===== config.mk =====
export PLATFORM = sky130hd
export DESIGN_NAME = mac_acc_pipe_flat
export DESIGN_NICKNAME = d
export VERILOG_FILES = /design/src/rtl/mac_acc_pipe_pkg.sv /design/src/rtl/mac_acc_pipe_if.sv /design/src/rtl/mac_acc_pipe_tree.sv /design/src/rtl/mac_acc_pipe.sv /design/src/flat_wrapper.sv
export SDC_FILE = /design/constraint.sdc
export NUM_CORES = 1
export LEC_CHECK = 0
export BUFFER_PORTS_ARGS = -buffer_cell sky130_fd_sc_hd__buf_2
export CAP_MARGIN = 20
export CORE_UTILIZATION = 61
export CTS_CLUSTER_SIZE = 12
export DETAILED_ROUTE_END_ITERATION = 10
export PLACE_DENSITY = 0.82
export SYNTH_ARGS = -nofsm -noshare
export SYNTH_HDL_FRONTEND = slang
export SYNTH_SLANG_ARGS = --single-unit

===== constraint.sdc =====
create_clock -name clk -period 6.78 [get_ports clk]
set_clock_uncertainty 0.1 [all_clocks]
set_input_delay 0.339 -clock clk [delete_from_list [all_inputs] [get_ports clk]]
set_output_delay 0.339 -clock clk [all_outputs]
set_load 0.01 [all_outputs]

===== src/rtl/mac_acc_pipe_pkg.sv =====
// Shared widths, FSM encoding and the psum saturation helper for the MAC pipe.
// The widths are derived from the module parameters, so the package provides them as functions.
`timescale 1ns/1ps
package mac_pkg;

  typedef enum logic {
    ST_IDLE = 1'b0,
    ST_ACC  = 1'b1
  } acc_state_e;

  typedef struct packed {
    logic signed [63:0] val;
    logic               ovf;
  } sat_t;

  function automatic int prod_width(input int bw);
    return 2 * bw + 1;
  endfunction

  function automatic int tree_width(input int bw, input int lanes);
    return prod_width(bw) + $clog2(lanes);
  endfunction

  // The extra headroom bits mean that base + tree can never wrap before it is clamped.
  function automatic int wide_width(input int bw, input int psum_bw, input int lanes);
    return psum_bw + 1 + $clog2(lanes) + bw;
  endfunction

  // Widths for the default configuration: BW=4, PSUM_BW=16, LANES=4.
  localparam int BW_DEF      = 4;
  localparam int PSUM_BW_DEF = 16;
  localparam int LANES_DEF   = 4;
  localparam int PROD_W      = prod_width(BW_DEF);
  localparam int TREE_W      = tree_width(BW_DEF, LANES_DEF);
  localparam int WIDE_W      = wide_width(BW_DEF, PSUM_BW_DEF, LANES_DEF);

  // Clamps a sign-extended wide sum to the signed psum_bw range.
  // It also reports whether the sum lay outside that range.
  function automatic sat_t sat_psum(input logic signed [63:0] wide, input int psum_bw);
    logic signed [63:0] hi;
    logic signed [63:0] lo;
    sat_t               res;
    hi      = (64'sd1 <<< (psum_bw - 1)) - 64'sd1;
    lo      = -hi - 64'sd1;
    res.val = wide;
    res.ovf = 1'b0;
    if (wide > hi) begin
      res.val = hi;
      res.ovf = 1'b1;
    end else if (wide < lo) begin
      res.val = lo;
      res.ovf = 1'b1;
    end
    return res;
  endfunction

endpackage


===== src/rtl/mac_acc_pipe_if.sv =====
// Beat input / result output bundle for mac_acc_pipe.
// The DUT uses the slave modport and the beat source uses the master modport.
`timescale 1ns/1ps
interface mac_acc_pipe_if
  import mac_pkg::*;
#(
  parameter int BW      = 4,
  parameter int PSUM_BW = 16,
  parameter int LANES   = 4
);
  logic                      in_valid;
  logic                      in_first;
  logic                      in_last;
  logic                      a_signed;
  logic [LANES*BW-1:0]       a;
  logic [LANES*BW-1:0]       b;
  logic signed [PSUM_BW-1:0] c;
  logic                      out_valid;
  logic signed [PSUM_BW-1:0] out;
  logic                      out_ovf;

  modport master (
    output in_valid, in_first, in_last, a_signed, a, b, c,
    input  out_valid, out, out_ovf
  );

  modport slave (
    input  in_valid, in_first, in_last, a_signed, a, b, c,
    output out_valid, out, out_ovf
  );
endinterface


===== src/rtl/mac_acc_pipe_tree.sv =====
// Combinational signed adder tree that reduces LANES products to one sum.
// Each level sums adjacent pairs of the level below it.
`timescale 1ns/1ps
module mac_tree
  import mac_pkg::*;
#(
  parameter  int BW        = 4,
  parameter  int LANES     = 4,
  localparam int PROD_BITS = prod_width(BW),
  localparam int TREE_BITS = tree_width(BW, LANES),
  localparam int LEVELS    = $clog2(LANES)
) (
  input  logic [LANES*PROD_BITS-1:0] prods,
  output logic signed [TREE_BITS-1:0] sum
);

  genvar gi, gj;
  generate
    for (gi = 0; gi <= LEVELS; gi++) begin : g_lvl
      logic signed [TREE_BITS-1:0] n [LANES >> gi];
      if (gi == 0) begin : g_leaf
        for (gj = 0; gj < LANES; gj++) begin : g_in
          assign n[gj] = TREE_BITS'($signed(prods[gj*PROD_BITS +: PROD_BITS]));
        end
      end else begin : g_sum
        for (gj = 0; gj < (LANES >> gi); gj++) begin : g_pair
          assign n[gj] = g_lvl[gi-1].n[2*gj] + g_lvl[gi-1].n[2*gj+1];
        end
      end
    end
  endgenerate

  assign sum = g_lvl[LEVELS].n[0];

endmodule


===== src/rtl/mac_acc_pipe.sv =====
// Two-stage N-lane dot-product MAC. P1 registers the lane products.
// P2 reduces them, accumulates over a first/last burst, and saturates the result.
`timescale 1ns/1ps
module mac_acc_pipe
  import mac_pkg::*;
#(
  parameter  int BW        = 4,
  parameter  int PSUM_BW   = 16,
  parameter  int LANES     = 4,
  parameter  bit SAT_EN    = 1'b1,
  localparam int PROD_BITS = prod_width(BW),
  localparam int TREE_BITS = tree_width(BW, LANES),
  localparam int WIDE_BITS = wide_width(BW, PSUM_BW, LANES)
) (
  input logic clk,
  input logic reset,
  mac_acc_pipe_if.slave bus
);

  // ---------------- P1: per-lane products ----------------
  logic [LANES*PROD_BITS-1:0] prod_flat;

  genvar gi;
  generate
    for (gi = 0; gi < LANES; gi++) begin : g_lane
      logic signed [BW:0]          a_ext;
      logic signed [BW:0]          b_ext;
      logic signed [PROD_BITS-1:0] prod;
      assign a_ext = bus.a_signed ? {bus.a[gi*BW+BW-1], bus.a[gi*BW +: BW]}
                                  : {1'b0, bus.a[gi*BW +: BW]};
      assign b_ext = {bus.b[gi*BW+BW-1], bus.b[gi*BW +: BW]};
      assign prod  = PROD_BITS'(a_ext) * PROD_BITS'(b_ext);
      assign prod_flat[gi*PROD_BITS +: PROD_BITS] = prod;
    end
  endgenerate

  logic                       p1_valid_reg;
  logic                       p1_first_reg;
  logic                       p1_last_reg;
  logic signed [PSUM_BW-1:0]  p1_c_reg;
  logic [LANES*PROD_BITS-1:0] p1_prod_reg;

  always_ff @(posedge clk) begin
    if (!reset) begin
      p1_valid_reg <= 1'b0;
      p1_first_reg <= 1'b0;
      p1_last_reg  <= 1'b0;
      p1_c_reg     <= '0;
      p1_prod_reg  <= '0;
    end else begin
      p1_valid_reg <= bus.in_valid;
      p1_first_reg <= bus.in_valid & bus.in_first;
      p1_last_reg  <= bus.in_valid & bus.in_last;
      p1_c_reg     <= bus.c;
      p1_prod_reg  <= prod_flat;
    end
  end

  // ---------------- P2: reduce and accumulate ----------------
  logic signed [TREE_BITS-1:0] tree_sum;

  mac_tree #(
    .BW    (BW),
    .LANES (LANES)
  ) u_tree (
    .prods (p1_prod_reg),
    .sum   (tree_sum)
  );

  logic signed [PSUM_BW-1:0]   acc_reg;
  logic                        ovf_reg;
  logic signed [WIDE_BITS-1:0] base_wide;
  logic signed [WIDE_BITS-1:0] tree_wide;
  logic signed [WIDE_BITS-1:0] wide_sum;
  sat_t                        sat_res;
  logic signed [PSUM_BW-1:0]   acc_next;
  logic                        ovf_next;

  always_comb begin
    base_wide = p1_first_reg ? WIDE_BITS'(p1_c_reg) : WIDE_BITS'(acc_reg);
    tree_wide = WIDE_BITS'(tree_sum);
    wide_sum  = base_wide + tree_wide;
    sat_res   = sat_psum(64'(wide_sum), PSUM_BW);
    acc_next  = SAT_EN ? sat_res.val[PSUM_BW-1:0] : wide_sum[PSUM_BW-1:0];
    ovf_next  = (p1_first_reg ? 1'b0 : ovf_reg) | sat_res.ovf;
  end

  // Bits above PSUM_BW of the clamped value only repeat its sign.
  logic unused_sat_hi;
  assign unused_sat_hi = ^sat_res.val[63:PSUM_BW];

  // Bubbles leave the accumulator and the sticky flag untouched, even mid-burst.
  always_ff @(posedge clk) begin
    if (!reset) begin
      acc_reg <= '0;
      ovf_reg <= 1'b0;
    end else if (p1_valid_reg) begin
      acc_reg <= acc_next;
      ovf_reg <= ovf_next;
    end
  end

  // ---------------- burst tracking ----------------
  acc_state_e state_reg;
  acc_state_e state_next;

  always_ff @(posedge clk) begin
    if (!reset) state_reg <= ST_IDLE;
    else        state_reg <= state_next;
  end

  // A first while in ACC reseeds the accumulator, so the aborted burst needs no separate state.
  always_comb begin
    state_next = state_reg;
    if (p1_valid_reg) begin
      if (p1_last_reg)       state_next = ST_IDLE;
      else if (p1_first_reg) state_next = ST_ACC;
    end
  end

  // ---------------- output register ----------------
  logic                      out_valid_reg;
  logic signed [PSUM_BW-1:0] out_reg;
  logic                      out_ovf_reg;

  always_ff @(posedge clk) begin
    if (!reset) begin
      out_valid_reg <= 1'b0;
      out_reg       <= '0;
      out_ovf_reg   <= 1'b0;
    end else begin
      out_valid_reg <= p1_valid_reg & p1_last_reg;
      if (p1_valid_reg && p1_last_reg) begin
        out_reg     <= acc_next;
        out_ovf_reg <= ovf_next;
      end
    end
  end

  assign bus.out_valid = out_valid_reg;
  assign bus.out       = out_reg;
  assign bus.out_ovf   = out_ovf_reg;

endmodule


===== src/flat_wrapper.sv =====
// flat-port wrapper written by rule: the top's interface ports become plain ports
module mac_acc_pipe_flat import mac_pkg::*;
#(
  parameter  int BW        = 4,
  parameter  int PSUM_BW   = 16,
  parameter  int LANES     = 4,
  parameter  bit SAT_EN    = 1'b1,
  localparam int PROD_BITS = prod_width(BW),
  localparam int TREE_BITS = tree_width(BW, LANES),
  localparam int WIDE_BITS = wide_width(BW, PSUM_BW, LANES)
)
  (clk, reset, bus_in_valid, bus_in_first, bus_in_last, bus_a_signed, bus_a, bus_b, bus_c, bus_out_valid, bus_out, bus_out_ovf);
  mac_acc_pipe_if #(.BW(BW), .PSUM_BW(PSUM_BW), .LANES(LANES)) bus_i ();
  input logic clk;
  input logic reset;
  input wire logic [$bits(bus_i.in_valid)-1:0] bus_in_valid;
  input wire logic [$bits(bus_i.in_first)-1:0] bus_in_first;
  input wire logic [$bits(bus_i.in_last)-1:0] bus_in_last;
  input wire logic [$bits(bus_i.a_signed)-1:0] bus_a_signed;
  input wire logic [$bits(bus_i.a)-1:0] bus_a;
  input wire logic [$bits(bus_i.b)-1:0] bus_b;
  input wire logic [$bits(bus_i.c)-1:0] bus_c;
  output wire logic [$bits(bus_i.out_valid)-1:0] bus_out_valid;
  output wire logic [$bits(bus_i.out)-1:0] bus_out;
  output wire logic [$bits(bus_i.out_ovf)-1:0] bus_out_ovf;
  assign bus_i.in_valid = bus_in_valid;
  assign bus_i.in_first = bus_in_first;
  assign bus_i.in_last = bus_in_last;
  assign bus_i.a_signed = bus_a_signed;
  assign bus_i.a = bus_a;
  assign bus_i.b = bus_b;
  assign bus_i.c = bus_c;
  assign bus_out_valid = bus_i.out_valid;
  assign bus_out = bus_i.out;
  assign bus_out_ovf = bus_i.out_ovf;
  mac_acc_pipe #(.BW(BW), .PSUM_BW(PSUM_BW), .LANES(LANES), .SAT_EN(SAT_EN)) u_core (.clk(clk), .reset(reset), .bus(bus_i));
endmodule

* Word level (Yosys, flattened, before mapping) *
Index checks and enable logic that the tools add are counted.

storage, ports and cells
  output and inout bits = 18
  bits of input ports = 54
  logic and storage cells = 33
  register bits after elaboration = 90

cells by class
  multiply operators = 4
  reductions and logical operators = 1
  bitwise logic cells = 4
  multiplexer cells = 8
  order comparisons = 2
  add/subtract/negate cells = 4

operator list
  operator                                                                 count
  5-bit by 4-bit multiplier with 9-bit output                              4
  17-bit two-way mux                                                       2
  23-bit by 11-bit adder with 23-bit output                                1
  23-bit by 16-bit > comparator with 1-bit output (second input constant)  1
  23-bit by 16-bit < comparator with 1-bit output (second input constant)  1
  23-bit two-way mux                                                       1
  9-bit by 9-bit adder with 10-bit output                                  2
  5-bit two-way mux                                                        4
  10-bit by 10-bit adder with 11-bit output                                1
  1-bit AND                                                                3
  1-bit logical AND                                                        1
  1-bit two-way mux                                                        1
  1-bit bitwise OR                                                         1

* Longest topological paths before layout *
Gate-level depths: netlist of run 1.

  word-level depth = 7
  gate-level depth with buffers = 21
  depth with buffers taken out = 18

* By module *
From an unflattened synthesis of run 1, not the netlist that was laid out.

unflattened totals
  cell total of the unflattened synthesis = 800
  area, all modules = 7,457.2 um^2

by module, submodules not included
  module        times used  cells an instance  sequential area each (um^2)  area each (um^2)
  mac_acc_pipe  1           688                1,801.7                      6,541.3
  mac_tree      1           112                0.0                          915.9

* Worst setup path before layout of run 1 *
OpenSTA, ideal clock, no wires.

  path kind = register -> register
  start point = register u_core.p1_first_reg
  end point = register u_core.acc_reg[10]
  cell stages (with the launch flop) = 21
  path buffers = 4
  data required time = 6.606 ns
  setup time = 0.074 ns
  arrival = 4.925 ns
  slack = 1.681 ns
  clock period less this slack = 5.099 ns
  path through = dfxtp_1 clkbuf_1 buf_1 mux2i_1 fa_1 inv_1 fa_1 inv_1 fa_1 inv_1 ha_1 clkbuf_2 and3_1 a22oi_1 a311o_1 a211oi_2 nand4_1 a21oi_2 buf_6 nand2_1 a31oi_1

between the ends
  longest elaborated chain between the ends = 5
  elaborated cells between the ends (all ways) = 6
  those cells by class = add/sub (1); order compare (2); mux (3)

RTL lines
  item                                             line                    text
  from (decl)                                      mac_acc_pipe.sv:38      logic p1_first_reg;
  from (signal assigned)                           mac_acc_pipe.sv:52      p1_first_reg <= bus.in_valid & bus.in_first;
  23-bit two-way mux (*)                           mac_acc_pipe.sv:80      base_wide = p1_first_reg ? WIDE_BITS'(p1_c_reg) : WIDE_BITS'(acc_reg);
  23-bit by 11-bit adder with 23-bit output (*)    mac_acc_pipe.sv:82      wide_sum = base_wide + tree_wide;
  23-bit by 16-bit < comparator with 1-bit output  mac_acc_pipe_pkg.sv:50  end else if (wide < lo) begin
  17-bit two-way mux                               mac_acc_pipe_pkg.sv:50
  17-bit two-way mux (*)                           mac_acc_pipe_pkg.sv:47  if (wide > hi) begin
  to (signal assigned)                             mac_acc_pipe.sv:98      acc_reg <= acc_next;
  to (decl)                                        mac_acc_pipe.sv:70      logic signed [PSUM_BW-1:0] acc_reg;

Every way passes the cells marked *; elsewhere a longest branch is shown, timed or not.
A chain may end at the register's enable or synchronous reset.

* Worst setup path after layout of run 1 *
  start point = register u_core.p1_first_reg
  end point = register u_core.out_reg[9] (netlist: u_core.bus.out[9])

between the ends
  longest elaborated chain between the ends = 5
  elaborated cells between the ends (all ways) = 6
  those cells by class = add/sub (1); order compare (2); mux (3)

RTL lines
  item                                             line                    text
  23-bit two-way mux (*)                           mac_acc_pipe.sv:80
  23-bit by 11-bit adder with 23-bit output (*)    mac_acc_pipe.sv:82
  23-bit by 16-bit < comparator with 1-bit output  mac_acc_pipe_pkg.sv:50
  17-bit two-way mux                               mac_acc_pipe_pkg.sv:50
  17-bit two-way mux (*)                           mac_acc_pipe_pkg.sv:47
  to (signal assigned)                             mac_acc_pipe.sv:134     out_reg <= acc_next;
  to (decl)                                        mac_acc_pipe.sv:123     logic signed [PSUM_BW-1:0] out_reg;

Marked as above.

==> results of run 1 <==
==> path summary, 6_finish.rpt <==
kind | start | to | slack, ns | depth (start not counted)
worst min-delay path | bus_c[0] | u_core.p1_c_reg[0]$_SDFF_PN0_ | 0.1 | 2
worst max-delay path | u_core.p1_first_reg$_SDFF_PN0_ | u_core.bus.out[9]$_SDFFE_PN0P_ | 1.07 | 19
worst min register to register | u_core.p1_last_reg$_SDFF_PN0_ | u_core.bus.out_valid$_SDFF_PN0_ | 0.39 | 1
worst max register to register | u_core.p1_first_reg$_SDFF_PN0_ | u_core.bus.out[9]$_SDFFE_PN0P_ | 1.07 | 19
==> metal layers <==
layer	vias up	GRT usage (%)	share of wire, %
met5	-	0	0
met4	0	10.8	3.4
met3	34	3.97	4.7
met2	142	44.8	48
met1	2711	30.9	44
li1	2862	-	-
==> metrics by stage <==
stage / util (%) / area, µm² / std cells / setup WS (ns)
2_1_floorplan: - / 7930 / 858 / 1.68
3_3_place_gp: 66.3 / 8400 / 1075 / 1.35
3_5_place_dp: 66.3 / 8400 / 1075 / 1.20
4_1_cts: 68.7 / 8700 / 1091 / 1.16
5_1_grt: 68.8 / 8720 / 1092 / 0.691
6_report: 68.8 / 8720 / 1092 / 1.07
==> synth_stat cells, drive strengths merged <==
cell type  instances
mux2i             15
nor3               1
o21bai             1
and2              69
o41ai              1
xnor2             34
mux2               2
nor3b              1
a211o              2
nand3             10
a211oi             2
o2111ai            1
inv              166
a2111oi            1
o21ai             42
a21bo              1
nand2b            20
a21boi             1
nor2              15
a21oi             30
a31o               1
o211ai             3
nand2             51
clkbuf            22
fa                98
nand4              2
a21o              21
or2                1
dfxtp             90
o211a              3
buf                5
nor4               2
a22oi              1
ha                72
and3              16
nand3b             2
a31oi             36
nor2b              6
a311o              1
xor2               9
a32oi              1
==> logic make-up after synthesis <==
group           Yosys count  synth area share (%)
compound gates          149                  11.7
fa+ha+maj               170                  36.1
buf+inv                 193                  9.29
simple gates            196                  13.2
xor+xnor                 43                  4.75
flops                    90                  22.7
mux                      17                  2.18
==> worst register-to-register path, cell delays in order, from the launching register on <==
cell and delay (ns):
dfxtp_1 0.31, buf_4 0.31, mux2_2 0.40, fa_1 0.36, inv_1 0.08, fa_1 0.43, fa_1 0.51, inv_1 0.04
ha_1 0.21, inv_1 0.08, fa_1 0.18, nand2b_1 0.18, a21oi_2 0.10, o41ai_1 0.52, a21oi_1 0.16, xor2_1 0.35
nor4_1 0.09, mux2i_1 0.20, nand2_1 0.61, a31oi_1 0.41
==> cell type report <==
type,instances,share of cell area [%]
Clock buffer,10,2.63
Inverter,166,7.14
Timing Repair Buffer,73,4.39
Tap cell,172,2.47
Multi-Input combinational cell,575,61.9
Sequential cell,90,20.7
Clock inverter,6,0.846
==> results.py, run 1 <==
metrics = {
    "placement": {
        "finalWeightedCongestion": 0.934,
        "hpwlAfterDp_um": 12700,
        "io_buffers": 71,
    },
    "hold_path": {
        "hp-class": "in2reg",
    },
    "setup_path": {
        "cp-start-kind": "register",
        "worst-path-buf-inv": 4,
        "critPathMostFrequentCell": "fa_1",
        "crit_fanout": 30,
        "worst_path_max_delay_cell": "nand2_1",
        "path_cells": "buf_4, mux2_2, fa_1, inv_1, fa_1, fa_1, inv_1, ha_1, inv_1, fa_1, nand2b_1, a21oi_2, o41ai_1, a21oi_1, xor2_1, nor4_1, mux2i_1, nand2_1, a31oi_1",
        "required_ns": 6.94,
        "crit_family": "adder cells",
        "cp.arrival_ns": 5.87,
        "path_class": "reg2reg",
        "slowest_delay_ns": 0.61,
        "cp-end-kind": "register",
    },
    "synth": {
        "synth_fp_nets": 1082,
        "synth_area_um2": 7930,
        "synth.top_cell.area_share_pct": 24.7,
        "ys_top_cells_by_area": "fa_1 25%, dfxtp_1 23%, ha_1 11%, inv_1 7.9%, and2_1 5.4%",
        "ys_ff_latch": 90,
        "synthDistinctLibCells": 47,
        "synth.avg_cell_area_um2": 9.25,
        "yosysWarningCount": 0,
        "seq_area_frac_synth_pct": 22.7,
        "postSynthCellCount": 858,
        "synth_top_cell_by_area": "fa_1",
    },
    "floorplan": {
        "core_area_um2": 12700,
        "num_rows": 41,
        "start_util_pct": 62.6,
        "ios": 72,
        "die_h_um": 116,
        "dieArea_um2": 13500,
        "fp.dieW_um": 116,
    },
    "route": {
        "ant_nets": 0,
        "drt-vias-per-instance": 5.26,
        "dr.pass1.iters": 7,
        "vias": 5749,
        "drc": 0,
        "wl_um": 15900,
        "drt_iter0_drc": 325,
        "wl_per_cell_um": 14.6,
    },
    "sta": {
        "whs_ns": 0.0960,
        "slew_violations": 0,
        "fin_crit_sh_pct": 84.3,
        "setup-tns-final_ns": 0,
        "setup_viol": 0,
        "hold_violations": 0,
        "rsz0062_at_grt": "false",
        "tightest_slew_ns": 1.08,
        "finalCriticalPeriod_ns": 5.71,
        "slew_headroom_pct": 28.1,
        "max_freq_ghz": 0.175,
    },
    "layout": {
        "largest_reg_flops": 36,
        "nNetsFinal": 1139,
        "multi_input_area_um2": 5400,
        "fillers": 988,
        "final_common_cell": "inv_1",
        "layout_common_cells": "166 x inv_1, 98 x fa_1, 90 x dfxtp_1, 72 x ha_1, 71 x buf_2",
        "syn_to_final_growth_pct": 9.92,
        "drive_gt1_share_pct": 10.5,
        "n_antenna_cell": 0,
        "regArea_um2": 1800,
    },
    "outcome": {
        "status": "complete, no violations",
    },
    "clocking": {
        "postCtsResizedCells": 0,
        "cts_tree": "done",
        "clk_latency_ns": 0.35,
        "cts_buffer_depth": 2,
        "hold_buffers": 0,
        "clkTransAtPathRegs_ns": 0.07,
        "numCtsBuffers": 9,
        "cts_root_buf": "clkbuf_16",
        "postCtsSetupBuffers": 0,
        "clock-sinks": 90,
        "cts_htree_levels": 3,
    },
    "global_route": {
        "grt.overflow.total": 0,
        "grt_usage_pct": 25.4,
        "antenna_found_initial": 0,
        "grt_pass1_vias": 5756,
        "grt_max_degree": 91,
        "grt_pass1_wl_um": 26200,
    },
    "job": {
        "drv_cap": 0,
    },
}
Power of run 1 is left out: the tool's default activity adds up to more than one toggle a clock period on the data nets, which glitch-free logic cannot reach.
==> inputs of run 2 (changes only) <==
- clock period: 6.78 -> 5.8 ns (I/O delays scaled with it)
==> run 2 against run 1 <==
  * Clock-buffer cell count shrank 1
  * Critical path type unchanged
  * First-iteration DRC count shrank 9.5%
  * Global-route usage grew 0.22 points
  * Register-to-register slack lost 0.51 ns
  * Design area is essentially flat
  * Hold slack lost 0.059 ns
  * Critical path depth is the same
  * Utilization is essentially flat
==> results.py, run 2 (synthesis gave the netlist of run 1 again) <==
metrics = {
    "hold_path": {
        "holdPathStages": 2,
        "hold_end": "u_core.p1_c_reg[13]$_SDFF_PN0_",
        "hp-class": "in2reg",
        "min_from": "bus_c[13]",
    },
    "route": {
        "wl_per_cell_um": 14.6,
        "drc": 0,
        "wl_um": 16000,
        "drt_iter0_drc": 294,
        "vias": 5789,
        "ant_nets": 0,
        "drt-vias-per-instance": 5.29,
        "dr.pass1.iters": 5,
    },
    "global_route": {
        "grt_max_degree": 91,
        "grt_pass1_vias": 5737,
        "antenna_found_initial": 0,
        "grt.overflow.total": 0,
        "grt_pass1_wl_um": 26500,
        "grt_usage_pct": 25.6,
    },
    "floorplan": {
        "ios": 72,
        "num_rows": 41,
        "core_area_um2": 12700,
        "start_util_pct": 62.6,
        "die_h_um": 116,
        "dieArea_um2": 13500,
        "fp.dieW_um": 116,
    },
    "sta": {
        "setup-tns-final_ns": 0,
        "rsz0062_at_grt": "false",
        "max_freq_ghz": 0.191,
        "finalCriticalPeriod_ns": 5.25,
        "slew_headroom_pct": 30.0,
        "tightest_slew_ns": 1.05,
        "slew_violations": 0,
        "fin_crit_sh_pct": 90.4,
        "setup_viol": 0,
        "hold_violations": 0,
    },
    "layout": {
        "syn_to_final_growth_pct": 9.87,
        "nNetsFinal": 1141,
        "regArea_um2": 1800,
        "fillers": 986,
        "multi_input_area_um2": 5400,
        "drive_gt1_share_pct": 10.8,
        "largest_reg_flops": 36,
        "final_common_cell": "inv_1",
        "layout_common_cells": "166 x inv_1, 98 x fa_1, 90 x dfxtp_1, 72 x ha_1, 71 x buf_2",
    },
    "clocking": {
        "postCtsSetupBuffers": 0,
        "clock-sinks": 90,
        "hold_buffers": 0,
        "cts_tree": "done",
        "cts_root_buf": "clkbuf_16",
        "postCtsResizedCells": 0,
        "clk_latency_ns": 0.35,
        "cts_buffer_depth": 2,
        "numCtsBuffers": 9,
        "cts_htree_levels": 3,
        "clkTransAtPathRegs_ns": 0.07,
    },
    "placement": {
        "finalWeightedCongestion": 0.887,
        "io_buffers": 71,
        "hpwlAfterDp_um": 13100,
    },
    "setup_path": {
        "worst_path_max_delay_cell": "o41ai_1",
        "cp-end-kind": "register",
        "r2r_start": "u_core.p1_first_reg$_SDFF_PN0_",
        "crit_family": "adder cells",
        "r2r_cells": 19,
        "path_cells": "buf_4, mux2i_1, fa_1, inv_1, fa_1, inv_1, fa_1, inv_1, ha_1, o211ai_2, a21oi_2, o41ai_1, a21oi_1, xor2_1, nor4_1, mux2i_1, nand2_1, buf_4, a31oi_1",
        "rr_endpoint": "u_core.bus.out[11]$_SDFFE_PN0P_",
        "worst-path-buf-inv": 5,
        "cp.arrival_ns": 5.31,
        "crit_fanout": 30,
        "cp-start-kind": "register",
        "path_class": "reg2reg",
        "slowest_delay_ns": 0.52,
        "path_depth": 19,
        "required_ns": 5.86,
        "reg2reg_slack_ns": 0.55,
    },
    "job": {
        "drv_cap": 0,
    },
    "outcome": {
        "status": "complete, no violations",
    },
}
-- run 2: cell type report --
| cell class | count | area share, % |
|---|---|---|
| antenna | 1 | 0.0287 |
| clock buffer | 9 | 2.58 |
| clock inverter | 7 | 0.789 |
| inverter | 166 | 7.15 |
| multi-input combinational | 575 | 61.9 |
| sequential | 90 | 20.7 |
| tap | 172 | 2.47 |
| timing repair buffer | 75 | 4.42 |
-- run 2: how the worst max path moves through the flow --
stage                                   startpoint                               to  slack (ns)
CTS                 u_core.p1_first_reg$_SDFF_PN0_  u_core.bus.out[11]$_SDFFE_PN0P_        0.59
detailed placement  u_core.p1_first_reg$_SDFF_PN0_   u_core.bus.out[8]$_SDFFE_PN0P_        0.66
floorplan           u_core.p1_first_reg$_SDFF_PN0_  u_core.acc_reg[10]$_SDFFE_PN0P_        0.70
global route        u_core.p1_first_reg$_SDFF_PN0_  u_core.bus.out[13]$_SDFFE_PN0P_        0.30
global placement    u_core.p1_first_reg$_SDFF_PN0_   u_core.bus.out[3]$_SDFFE_PN0P_        0.80
finish              u_core.p1_first_reg$_SDFF_PN0_  u_core.bus.out[11]$_SDFFE_PN0P_        0.55
-- run 2: stage by stage --
| step | setup slack (ns) | instances | area (µm²) | hold WS [ns] | util [%] |
|---|---|---|---|---|---|
| after floorplan | 0.701 | 858 | 7930 | 0.312 | - |
| after CTS | 0.586 | 1094 | 8710 | 0.0340 | 68.8 |
| after detailed placement | 0.660 | 1078 | 8420 | 0.370 | 66.5 |
| final | 0.554 | 1095 | 8720 | 0.0368 | 68.8 |
| after global routing | 0.298 | 1094 | 8710 | 0.0423 | 68.8 |
| after global placement | 0.804 | 1078 | 8420 | 0.366 | 66.5 |
-- run 2: metal layers --
metal | part of all wire (%) | global-route usage (%)
met1 | 43 | 31.6
met4 | 3.4 | 10.7
met5 | 0 | 0
met2 | 49 | 44.6
met3 | 3.8 | 4.18
Power of run 2 is left out for the same reason.
==> inputs of run 3 (changes only) <==
- SYNTH_HIERARCHICAL: not set -> 1
==> run 3 against run 2 <==
  * Sequential cell count stayed put
  * Sequential share of layout area is 1.3 points higher
  * Via count is 7.4% lower
  * Hold slack better by 0.018 ns
  * Synthesized cell count is 6.8% lower
  * Critical path depth is 3 lower
  * Design area is 6.1% lower
  * Utilization is 0.35 points lower
  * Non-clock buffer count stayed put
  * Routed wire length is 17% lower
  * Worst setup slack worse by 0.058 ns
  * Clock-buffer cell count is 3 higher
  * Largest cell class unchanged
==> results.py, run 3 <==
metrics = {
    "synth": {
        "synth_top_cell_by_area": "dfxtp_1",
        "yosysWarningCount": 6,
        "synth.avg_cell_area_um2": 9.32,
        "seq_area_frac_synth_pct": 24.2,
        "postSynthCellCount": 800,
        "synth_edf_count": 0,
        "synth_common_cells": "128 x inv_1, 90 x dfxtp_1, 79 x ha_1, 70 x and2_1, 67 x fa_1",
        "ys_top_cells_by_area": "dfxtp_1 24%, fa_1 18%, ha_1 13%, inv_1 6.4%, and2_1 5.9%",
        "ys_ff_latch": 90,
        "synth-main-ff-cell": "dfxtp_1",
        "async_reset_ff_share_pct": 0,
        "yosysMostFrequentCell": "inv_1",
        "synthDistinctLibCells": 49,
        "synth.top_cell.area_share_pct": 24.2,
        "synth_fp_nets": 1000,
        "synth_area_um2": 7460,
    },
    "floorplan": {
        "start_util_pct": 62.3,
        "fp.dieW_um": 113,
        "num_rows": 40,
        "ios": 72,
        "core_area_um2": 12000,
        "die_h_um": 113,
        "dieArea_um2": 12700,
    },
    "clocking": {
        "cts_tree": "done",
        "numCtsBuffers": 9,
        "cts_htree_levels": 3,
        "clkTransAtPathRegs_ns": 0.06,
        "clk_latency_ns": 0.34,
        "cts_root_buf": "clkbuf_16",
        "postCtsResizedCells": 0,
        "clock-sinks": 90,
        "hold_buffers": 0,
        "cts_buffer_depth": 2,
        "postCtsSetupBuffers": 0,
    },
    "sta": {
        "setup-tns-final_ns": 0,
        "slew_violations": 0,
        "finalCriticalPeriod_ns": 5.30,
        "tightest_slew_ns": 1.06,
        "rsz0062_at_grt": "false",
        "whs_ns": 0.0546,
        "fin_crit_sh_pct": 91.4,
        "slew_headroom_pct": 29.2,
        "max_freq_ghz": 0.189,
        "hold_violations": 0,
        "setup_viol": 0,
        "setup_ws_ns": 0.497,
    },
    "route": {
        "drc": 0,
        "drt_iter0_drc": 219,
        "wl_per_cell_um": 13.1,
        "vias": 5359,
        "dr.pass1.iters": 4,
        "wl_um": 13300,
        "drt-vias-per-instance": 5.31,
        "ant_nets": 0,
    },
    "layout": {
        "largest_reg_flops": 36,
        "drive_gt1_share_pct": 13.4,
        "nNetsFinal": 1059,
        "n_antenna_cell": 0,
        "syn_to_final_growth_pct": 9.78,
        "final_common_cell": "inv_1",
        "layout_common_cells": "128 x inv_1, 90 x dfxtp_1, 79 x ha_1, 71 x buf_2, 70 x and2_1",
        "final_core_util_pct": 68.4,
    },
    "setup_path": {
        "crit_start": "u_core/p1_prod_reg[3]$_SDFF_PN0_",
        "r2r_cells": 16,
        "crit_fanout": 16,
        "crit_end": "u_core/acc_reg[10]$_SDFFE_PN0P_",
        "cp-end-kind": "register",
        "cp.arrival_ns": 5.38,
        "required_ns": 5.88,
        "r2r_start": "u_core/p1_prod_reg[3]$_SDFF_PN0_",
        "path_class": "reg2reg",
        "cp-start-kind": "register",
        "reg2reg_slack_ns": 0.50,
        "rr_endpoint": "u_core/acc_reg[10]$_SDFFE_PN0P_",
    },
    "placement": {
        "finalWeightedCongestion": 0.866,
        "place_ws_ns": 0.532,
        "hpwlAfterDp_um": 10700,
        "io_buffers": 71,
    },
    "global_route": {
        "grt_pass1_wl_um": 23300,
        "grt_max_degree": 92,
        "grt_usage_pct": 22.9,
        "antenna_found_initial": 0,
        "grt.overflow.total": 0,
        "grt_pass1_vias": 5298,
    },
    "hold_path": {
        "hp-class": "in2reg",
    },
    "job": {
        "drv_cap": 0,
    },
    "outcome": {
        "status": "complete, no violations",
    },
}
run 3: cells by family after synthesis:
family                   after synthesis  synth area share, %
buffers and inverters                155                 7.97
AND/OR/NAND/NOR                      175                 13.1
AO/OA/AOI/OAI                        147                 12.2
XOR/XNOR                              55                 6.81
multiplexers                          20                 2.95
flip-flops                            90                 24.2
adder cells (fa/ha/maj)              158                 32.9
run 3: routing by layer:
metal	global-route usage [%]	share of wire (%)	up-vias	wire [µm]
met2	40.7	51	104	6710
met1	27.7	44	2522	5830
li1	-	-	2709	-
met5	0	0	-	0
met3	3.19	2.8	24	373
met4	10.0	2.5	0	335
run 3: worst min-delay path by stage:
| stage | from | end | slack (ns) | cells past startpoint |
|---|---|---|---|---|
| 2_1_floorplan | bus_in_valid | u_core/p1_valid_reg$_SDFF_PN0_ | 0.31 | 1 |
| 3_3_place_gp | u_core/p1_last_reg$_SDFF_PN0_ | u_core/bus.out_valid$_SDFF_PN0_ | 0.36 | 1 |
| 3_5_place_dp | u_core/ovf_reg$_SDFFE_PN0P_ | u_core/ovf_reg$_SDFFE_PN0P_ | 0.37 | 2 |
| 4_1_cts | bus_c[2] | u_core/p1_c_reg[2]$_SDFF_PN0_ | 0.04 | 2 |
| 5_1_grt | bus_c[2] | u_core/p1_c_reg[2]$_SDFF_PN0_ | 0.04 | 2 |
| 6_report | bus_c[7] | u_core/p1_c_reg[7]$_SDFF_PN0_ | 0.05 | 2 |
run 3: layout make-up:
cell class,count,area (µm²)
multi-input combinational,555,5060
clock inverter,3,17.5
sequential,90,1800
fill,958,3770
inverter,128,480
clock buffer,12,236
timing repair buffer,75,405
tap,147,184
run 3: through the flow:
stage	instances	cell area (µm²)
after CTS	1009	8160
after global placement	994	7910
after global routing	1010	8190
final	1010	8190
after detailed placement	994	7910
after floorplan	800	7460
run 3: worst max-delay path, cell delays in order, from the launching register on:
cell	delay, ns
dfxtp_1	0.32
inv_1	0.06
fa_1	0.44
fa_1	0.51
inv_1	0.04
ha_1	0.35
nand3_1	0.10
o211ai_1	0.29
o221ai_1	0.20
xnor2_1	0.57
ha_1	0.40
a21o_1	0.20
a211o_1	0.33
o31ai_4	0.36
xor2_4	0.50
maj3_1	0.30
a21oi_1	0.07
Power of run 3 is left out for the same reason.
